## src/rtl/digits_to_score.sv

```systemverilog
// ---------------------------------------------------------------------------
// digits_to_score
//
// Converts a packed vector of BCD digits into a binary score. Runs a
// multiply-by-ten accumulator one digit per clock, most significant digit
// first. A request containing a digit above 9 finishes at once with err set
// and a zero score.
//
// Ports:
//   clock      - system clock, rising edge
//   resetn     - synchronous active-low reset
//   start      - conversion request, sampled only while idle
//   digits_in  - packed BCD, bits [3:0] are the ones digit
//   busy       - high while a conversion is running
//   done       - one-cycle pulse when score_out/err are updated
//   err        - last accepted request held a non-decimal digit
//   score_out  - binary result, held until the next completion
// ---------------------------------------------------------------------------
module digits_to_score #(
  parameter int NUM_DIGITS = 5,
  parameter int OUT_W      = 32
) (
  input  logic                    clock,
  input  logic                    resetn,
  input  logic                    start,
  input  logic [4*NUM_DIGITS-1:0] digits_in,
  output logic                    busy,
  output logic                    done,
  output logic                    err,
  output logic [OUT_W-1:0]        score_out
);

  // A one-digit build still needs a one-bit index register.
  localparam int IDX_W = (NUM_DIGITS > 1) ? $clog2(NUM_DIGITS) : 1;
  localparam logic [IDX_W-1:0] LAST_IDX = IDX_W'(NUM_DIGITS - 1);

  localparam logic ST_IDLE    = 1'b0;
  localparam logic ST_CONVERT = 1'b1;

  logic                    state;
  logic [OUT_W-1:0]        acc;
  logic [OUT_W-1:0]        acc_next;
  logic [IDX_W-1:0]        idx;
  logic [4*NUM_DIGITS-1:0] digits_lat;
  logic [3:0]              cur_digit;
  logic                    bad_digit;

  // Any nibble above 9 in the incoming request makes it invalid.
  always_comb begin
    bad_digit = 1'b0;
    for (int i = 0; i < NUM_DIGITS; i++) begin
      if (digits_in[4*i +: 4] > 4'd9) bad_digit = 1'b1;
    end
  end

  // Pick the latched digit addressed by idx.
  always_comb begin
    cur_digit = 4'd0;
    for (int i = 0; i < NUM_DIGITS; i++) begin
      if (idx == IDX_W'(i)) cur_digit = digits_lat[4*i +: 4];
    end
  end

  // acc*10 built from two shifts so no multiplier is inferred.
  always_comb begin
    acc_next = (acc << 3) + (acc << 1) + OUT_W'(cur_digit);
  end

  // Control: done defaults low so it only pulses on the completing edge.
  always_ff @(posedge clock) begin
    if (!resetn) begin
      state      <= ST_IDLE;
      busy       <= 1'b0;
      done       <= 1'b0;
      err        <= 1'b0;
      score_out  <= '0;
      acc        <= '0;
      idx        <= '0;
      digits_lat <= '0;
    end else begin
      done <= 1'b0;
      case (state)
        ST_IDLE: begin
          if (start) begin
            digits_lat <= digits_in;
            if (bad_digit) begin
              done      <= 1'b1;
              err       <= 1'b1;
              score_out <= '0;
            end else begin
              state <= ST_CONVERT;
              busy  <= 1'b1;
              err   <= 1'b0;
              acc   <= '0;
              idx   <= LAST_IDX;
            end
          end
        end
        ST_CONVERT: begin
          acc <= acc_next;
          idx <= idx - 1'b1;
          if (idx == '0) begin
            score_out <= acc_next;
            done      <= 1'b1;
            busy      <= 1'b0;
            state     <= ST_IDLE;
          end
        end
        default: state <= ST_IDLE;
      endcase
    end
  end

endmodule
```

## config.mk

```make
export PLATFORM = sky130hd
export DESIGN_NAME = digits_to_score
export DESIGN_NICKNAME = d
export VERILOG_FILES = /design/src/rtl/digits_to_score.sv
export SDC_FILE = /design/constraint.sdc
export NUM_CORES = 1
export LEC_CHECK = 0
export ABC_AREA = 1
export CORE_MARGIN = 5
export CORE_UTILIZATION = 35
export DETAILED_ROUTE_END_ITERATION = 16
export SYNTH_ARGS = -nofsm -noshare
export SYNTH_HDL_FRONTEND = slang
export SYNTH_SLANG_ARGS = --single-unit
```

## constraint.sdc

```tcl
create_clock -name clock -period 5.7 [get_ports clock]
set_input_delay 0.855 -clock clock [delete_from_list [all_inputs] [get_ports clock]]
set_output_delay 0.855 -clock clock [all_outputs]
set_load 0.05 [all_outputs]
```

After elaboration in Yosys (flattened, before gate mapping)

Index checks and enable logic that the tools add are counted.

Flip-flop bits (word level): 90
Input bits: 23
Output and inout port bits: 35
Word-level logic and storage cells: 62

Add/subtract/negate cells: 3
$lt $le $gt $ge: 5
Equal/unequal tests: 8
Multiplexer cells: 32
Bitwise logic cells: 1
Reductions and logical operators: 5

Operators with widths:

| operator              | count |
|---|---|
| $mux W32              | 3 |
| $pmux W32 S2          | 1 |
| $mux W31              | 2 |
| $pmux W31 S2          | 1 |
| $add A32 B32 Y32      | 1 |
| $add A32 B4 Y32       | 1 |
| $gt A4 B4 Y1 const B  | 5 |
| $mux W4               | 5 |
| $mux W1               | 14 |
| $eq A3 B2 Y1 const B  | 2 |
| $mux W3               | 2 |
| $ne A2 B2 Y1 const B  | 3 |
| $pmux W1 S2           | 3 |
| $pmux W3 S2           | 1 |
| $reduce_and A3 Y1     | 2 |
| $reduce_and A2 Y1     | 2 |
| $eq A3 B1 Y1 const B  | 1 |
| $eq A3 B3 Y1 const B  | 1 |
| $logic_not A3 Y1      | 1 |
| $sub A3 B1 Y3 const B | 1 |
| $ne A2 B1 Y1 const B  | 1 |
| $not A1 Y1            | 1 |

Logic depth before layout (Yosys ltp)

Gate-level depths: netlist of the first run.

Depth after elaboration: 9
Mapped depth: 22
Mapped depth without buffers: 22

Worst setup path before layout of the first run

OpenSTA, ideal clock, no wires.

Path kind: reg2reg
Start: reg idx[0]
End: reg acc[26]
Library setup time: 0.134 ns
Data arrival time: 2.827 ns
Data required time: 5.566 ns
Path slack: 2.739 ns
Cell stages (with the launch flop): 20
Path buffers: 0
Period minus slack after synthesis: 2.961 ns
Path through: dfxtp_1 inv_1 ha_1 inv_1 nor2_2 nand3_1 a311oi_1 o22ai_1 fa_1 fa_1 inv_1 nand3_1 nand3_1 nand2_1 nand2_1 nand2_1 nand3_1 nand2_1 nand3_1 a21oi_1

Longest elaborated chain between the ends: 8
Elaborated cells between the ends (all ways): 12
Those cells by class: add/sub: 1; eq/ne: 4; mux: 6; reduce/logical: 1

RTL lines:

| element                | line | RTL |
|---|---|---|
| start, declared        | 43   | `logic [IDX_W-1:0] idx;` |
| start signal, assigned | 101  | `idx <= idx - 1'b1;` |
| $logic_not A3 Y1       | 60   | `if (idx == IDX_W'(i)) cur_digit = digits_lat[4*i +: 4];` |
| $mux W4 (4 in a row)   | 60   |  |
| $mux W4 *              | 60   |  |
| $add A32 B4 Y32 *      | 66   | `acc_next = (acc << 3) + (acc << 1) + OUT_W'(cur_digit);` |
| $pmux W31 S2 *         | 82   | `case (state)` |
| end signal, assigned   | 100  | `acc <= acc_next;` |
| end, declared          | 41   | `logic [OUT_W-1:0] acc;` |

Mark *: on every way between the ends. The rest lies on a longest branch, timed or not.
A chain may end at the register's enable or synchronous reset.

Final worst setup path of the first run

Start: reg idx[0]
End: reg acc[16]

Same word-level chain as after synthesis.

==> impl_metrics.ini, run 1 <==
[outcome]
status = finished, final reports clean

[global_routing]
wire_length_of_the_first_global_routing_pass_um = 26300
vias_in_the_first_global_route = 5466
grt.total_usage = 0.163
antenna_violations_before_repair = 0
grt_max_degree = 34
globalRouteOverflowTotal = 0

[clock_network]
maximum_level_of_the_cts_h_tree = 3
numClockSinks = 90
path_clk_slew_ns = 0.06
post-cts-setup-buffers = 0
cts_tree = built
cts_buffers = 9
cts_buffer_depth = 2
cts_resized = 0
postCtsHoldBufs = 0
clk-insertion-delay-late_ns = 0.35
clock-root-buffer = clkbuf_16

[yosys]
mappedNetlistArea_um2 = 5940
ys_seq_elements = 90
postSynthNetCount = 993
synth_sequential_area_ratio = 0.303
synth.mux.area_fraction = 0
synth-adder-area-share = 0.139
synthDistinctLibCells = 40
synth-compound-area-share = 0.126
yosys_warnings = 0
synth_simple_gate_area_frac = 0.330
synthCells = 905
synth_top_family_by_area = simple AND/OR/NAND/NOR gates
yosys.area_share.xor_xnor = 0.00295
synth_area_per_cell_um2 = 6.57

[finish]
num-fill-cells = 1761
antenna_diodes = 0
most-common-layout-cells = nand2_1 (287), inv_1 (121), dfxtp_1 (90)
final_core_utilization = 0.421
final-instance-count-excl-fill = 1181
areaGrowthSynthToFinish_pct = 17.8
multiInputGateArea_um2 = 3550
flip_flop_and_latch_area_um2 = 1800
most_frequent_standard_cell_in_the_layout_excluding_fill_and_tap_cells = nand2_1
design.final.nets = 1044
layout-drive-gt1-share = 0.0510

[placement]
finalWeightedCongestion = 0.926
count_of_buffers_inserted_at_the_top_level_ports = 57
placement_stage_worst_setup_slack_ns = 2.17
hpwl_um = 11800
place.detailed.instances = 1165

[floorplan]
floorplan.initialDensity = 0.357
io-pin-count = 58
floorplan.die.height_um = 140
row_count = 47
die_width_um = 140
fp.dieArea_um2 = 19700
coreArea_um2 = 16600

[sta]
rsz_0062_raised_after_global_routing = no
fin_worst_skew_ns = 0.00641
fin_ws_ns = 2.10
period_minus_slack_ns = 3.60
setup_viol = 0
report.final.hold_viol_count = 0
transition_time_at_the_pin_with_the_least_slew_margin_ns = 0.707
clock.fmax_mhz = 278
min_period_over_period = 0.631
timing.max_slew.rel_slack = 0.526
final-max-slew-violation-count = 0
setup-tns-final_ns = 0

[detailed_routing]
avgRoutedWirePerCell_um = 13.0
wirelength_um = 15400
drt_first_iter_violations = 256
drt_pass1_iterations = 4
route.antenna.remaining_nets = 0
dr_total_vias = 5536
drt_drc_violations_left = 0
viasPerCell = 4.69

[setup_path]
arrival_ns = 3.81
setup.worst_path.class = reg2reg
timing.critical_path.to_type = register
timing.critical_path.from_type = register
cp.required_ns = 5.91
critical_path.max_fanout = 5

[power]
vdd.ir_drop.worst_uv = 166
power.density_nw_per_um2 = 199
p_leak_nw = 3.47

[run]
max_cap_viol_count = 0

[hold_path]
timing.hold.worst.class = reg2reg
final cells by class:
class	instances	area share
multi-input combinational	670	0.508
sequential	90	0.257
timing repair buffer	61	0.0858
inverter	124	0.0665
tap	220	0.0393
clock buffer	11	0.0347
clock inverter	5	0.00893
Yosys cell counts, drive strengths merged:
library cell | count | area [um2]
o211ai | 5 | 37.5
nor3 | 2 | 15.0
a31oi | 2 | 12.5
or2 | 8 | 50.1
dfxtp | 90 | 1800
buf | 10 | 78.8
nand2 | 290 | 1110
nand3 | 63 | 330
ha | 63 | 788
o21a | 1 | 7.51
nand3b | 6 | 48.8
clkbuf | 11 | 42.5
inv | 123 | 462
fa | 2 | 40.0
o21ai | 64 | 354
and2 | 1 | 6.26
xnor2 | 1 | 8.76
nand4 | 7 | 43.8
o22ai | 1 | 6.26
a311oi | 1 | 8.76
xor2 | 1 | 8.76
a21o | 3 | 22.5
a21oi | 59 | 299
clkinv | 1 | 3.75
nor2 | 90 | 359
layer usage:
metal | global-route usage | vias up | wire [um]
met4 | 0.0500 | 0 | 268
met5 | 0 | - | 0
met2 | 0.276 | 85 | 7090
li1 | - | 2997 | -
met3 | 0.0303 | 21 | 556
met1 | 0.211 | 2433 | 7440
logic make-up (layout without fill, tap and decap cells):
| kind of cell | after synthesis | in the layout |
|---|---|---|
| AND/OR/NAND/NOR | 467 | 467 |
| AO/OA/AOI/OAI | 136 | 136 |
| flip-flops | 90 | 90 |
| buffers and inverters | 145 | 201 |
| adder cells (fa/ha/maj) | 65 | 65 |
| XOR/XNOR | 2 | 2 |
metrics by stage:
step	hold WS (ns)	power [mW]	instance area, um2
floorplan	0.448	0.756	5940
global placement	0.438	0.799	6700
detailed placement	0.444	0.800	6700
CTS	0.460	1.42	7000
global route	0.485	1.46	7000
finish	0.455	1.40	7000
path summary, 6_finish.rpt:
path                         startpoint                         end  slack [ns]  cells past startpoint
max                 idx[0]$_SDFFE_PN0P_        acc[16]$_SDFFE_PN0P_        2.10                     19
max reg2reg         idx[0]$_SDFFE_PN0P_        acc[16]$_SDFFE_PN0P_        2.10                     19
min reg2reg  score_out[19]$_SDFFE_PN0P_  score_out[19]$_SDFFE_PN0P_        0.46                      2
min          score_out[19]$_SDFFE_PN0P_  score_out[19]$_SDFFE_PN0P_        0.46                      2
power breakdown:
part	total, mW	switching (mW)	leakage (nW)	internal, mW
Clock	0.612	0.258	0.142	0.354
Sequential	0.654	0.00921	0.731	0.645
Combinational	0.130	0.0835	2.60	0.0462
Total	1.40	0.350	3.47	1.05
flip-flops by register name (all words and copies together), names as in the netlist:
signal      cells
err             1
state           1
busy            1
done            1
idx             3
score_out      32
acc            31
digits_lat     20
critical path, cell delays in order, from the launching register on:
cell,delay (ns)
dfxtp_1,0.34
inv_1,0.11
ha_1,0.18
inv_1,0.05
nor2_2,0.17
nand3_1,0.11
a311oi_1,0.33
o22ai_1,0.14
fa_1,0.50
fa_1,0.43
inv_1,0.13
nand3_1,0.09
nand3_1,0.18
nand2_1,0.08
nand2_1,0.16
nand2_1,0.07
nand2_1,0.08
a21oi_1,0.06
o21ai_0,0.13
a21oi_1,0.10
No activity file was read; power rests on OpenSTA's default activity.
==> run 2: changes to the inputs <==
- clock period: 5.7 -> 2.92 ns (I/O delays scaled with it)
==> impl_metrics.ini, run 2 (synthesized netlist as in run 1, its figures left out) <==
[outcome]
status = finished, violations left
violations = negative setup slack

[finish]
largest_registers = score_out (32), acc (31), digits_lat (20)
num-fill-cells = 1711
design.final.nets = 1080
final_cell_area_um2 = 7830
most-common-layout-cells = nand2_1 (259), inv_1 (114), dfxtp_1 (87)
antenna_diodes = 0
most_frequent_standard_cell_in_the_layout_excluding_fill_and_tap_cells = nand2_1
final_core_utilization = 0.470
largest_register_ffs = 32
layout-drive-gt1-share = 0.184
regMostFlops = score_out
areaGrowthSynthToFinish_pct = 31.8

[setup_path]
critical_path.max_fanout = 4
cp.required_ns = 3.14
timing.critical_path.to_type = register
setup.worst_path.class = reg2reg
timing.critical_path.from_type = register
worst-r2r-cell-count = 18
arrival_ns = 3.31

[detailed_routing]
drt_drc_violations_left = 0
drt_pass1_iterations = 6
wirelength_um = 16600
drt_first_iter_violations = 317
route.antenna.remaining_nets = 0
viasPerCell = 4.75
avgRoutedWirePerCell_um = 13.6
dr_total_vias = 5777

[clock_network]
cts_buffers = 9
cts_tree = built
clk-insertion-delay-late_ns = 0.36
cts_buffer_depth = 2
postCtsHoldBufs = 0
clock-root-buffer = clkbuf_16
path_clk_slew_ns = 0.06
maximum_level_of_the_cts_h_tree = 3
numClockSinks = 90

[floorplan]
die_width_um = 140
coreArea_um2 = 16600
row_count = 47
fp.dieArea_um2 = 19700
floorplan.initialDensity = 0.357
io-pin-count = 58
floorplan.die.height_um = 140

[placement]
finalWeightedCongestion = 0.900
hpwl_um = 12100
placed_cell_area_um2 = 6880
count_of_buffers_inserted_at_the_top_level_ports = 57
placement_stage_worst_setup_slack_ns = -0.412

[global_routing]
globalRouteMet2Util = 0.284
grt_max_degree = 34
wire_length_of_the_first_global_routing_pass_um = 26900
met1_usage = 0.212
grt.total_usage = 0.168
vias_in_the_first_global_route = 5490
antenna_violations_before_repair = 0
grt-busiest-layer = met2
globalRouteOverflowTotal = 0
use_met3 = 0.0399

[sta]
transition_time_at_the_pin_with_the_least_slew_margin_ns = 0.531
fin_ws_ns = -0.165
min_period_over_period = 1.06
setup_viol = 49
report.final.hold_viol_count = 0
timing.max_slew.rel_slack = 0.645
final-max-slew-violation-count = 0
period_minus_slack_ns = 3.08
rsz_0062_raised_after_global_routing = yes
fin_worst_skew_ns = 0.00692
clock.fmax_mhz = 324

[hold_path]
timing.hold.worst.class = reg2reg
timing.hold.worst_path_depth = 2

[power]
power.density_nw_per_um2 = 356
p_leak_nw = 3.82
vdd.ir_drop.worst_uv = 288

[run]
max_cap_viol_count = 0
## run 2: critical path, cell delays in order (launching register included)
cell,delay (ns)
dfxtp_4,0.38
buf_4,0.11
ha_1,0.16
nand2_2,0.07
buf_4,0.14
a311oi_2,0.26
o22ai_2,0.12
fa_2,0.58
inv_2,0.05
ha_4,0.25
nand3_4,0.07
nand3_4,0.09
nand2_2,0.10
nand2_4,0.06
nand2_2,0.07
nand2_4,0.06
or2_1,0.24
nand3_2,0.08
a21oi_2,0.06
## run 2: timing repair
action | CTS | global route
setup endpoints to repair | 53 | 57
pin swaps | 28 | 54
gates resized for setup | 74 | 72
buffers inserted | 6 | 6
## run 2: layer usage
metal / part of all wire / up-vias
met5: 0 / -
met4: 0.019 / 0
met3: 0.051 / 21
met2: 0.46 / 112
met1: 0.46 / 2569
li1: - / 3075
## run 2: power by group
group          switching [mW]  internal [mW]
Clock                   0.511          0.686
Combinational           0.189          0.123
Sequential             0.0207           1.26
## run 2: through the flow
step	hold WS (ns)	power [mW]	setup TNS (ns)	cells
finish	0.453	2.79	-4.45	1217
global route	0.476	2.91	-12.97	1217
CTS	0.459	2.80	-6.88	1211
detailed placement	0.445	1.58	-15.93	1189
global placement	0.440	1.58	-9.96	1189
floorplan	0.448	1.48	0	905
## run 2: final cells by class
cell class	count	area [um2]	area share
Multi-Input combinational cell	670	4070	0.520
Sequential cell	90	1810	0.231
Timing Repair Buffer	97	897	0.115
Inverter	124	473	0.0604
Tap cell	220	275	0.0352
Clock buffer	10	239	0.0305
Clock inverter	6	66.3	0.00847
## run 2: path summary, 6_finish.rpt
check | end | slack [ns] | startpoint
setup / recovery | acc[15]$_SDFFE_PN0P_ | -0.16 | idx[1]$_SDFFE_PN0P_
hold / removal | score_out[16]$_SDFFE_PN0P_ | 0.45 | score_out[16]$_SDFFE_PN0P_
setup reg to reg | acc[15]$_SDFFE_PN0P_ | -0.16 | idx[1]$_SDFFE_PN0P_
hold reg to reg | score_out[16]$_SDFFE_PN0P_ | 0.45 | score_out[16]$_SDFFE_PN0P_
==> run 3: changes to the inputs <==
- ABC_CLOCK_PERIOD_IN_PS: default -> 2920
==> results of run 3 <==
The final DEF is identical to that of run 2; final timing and power are the same.
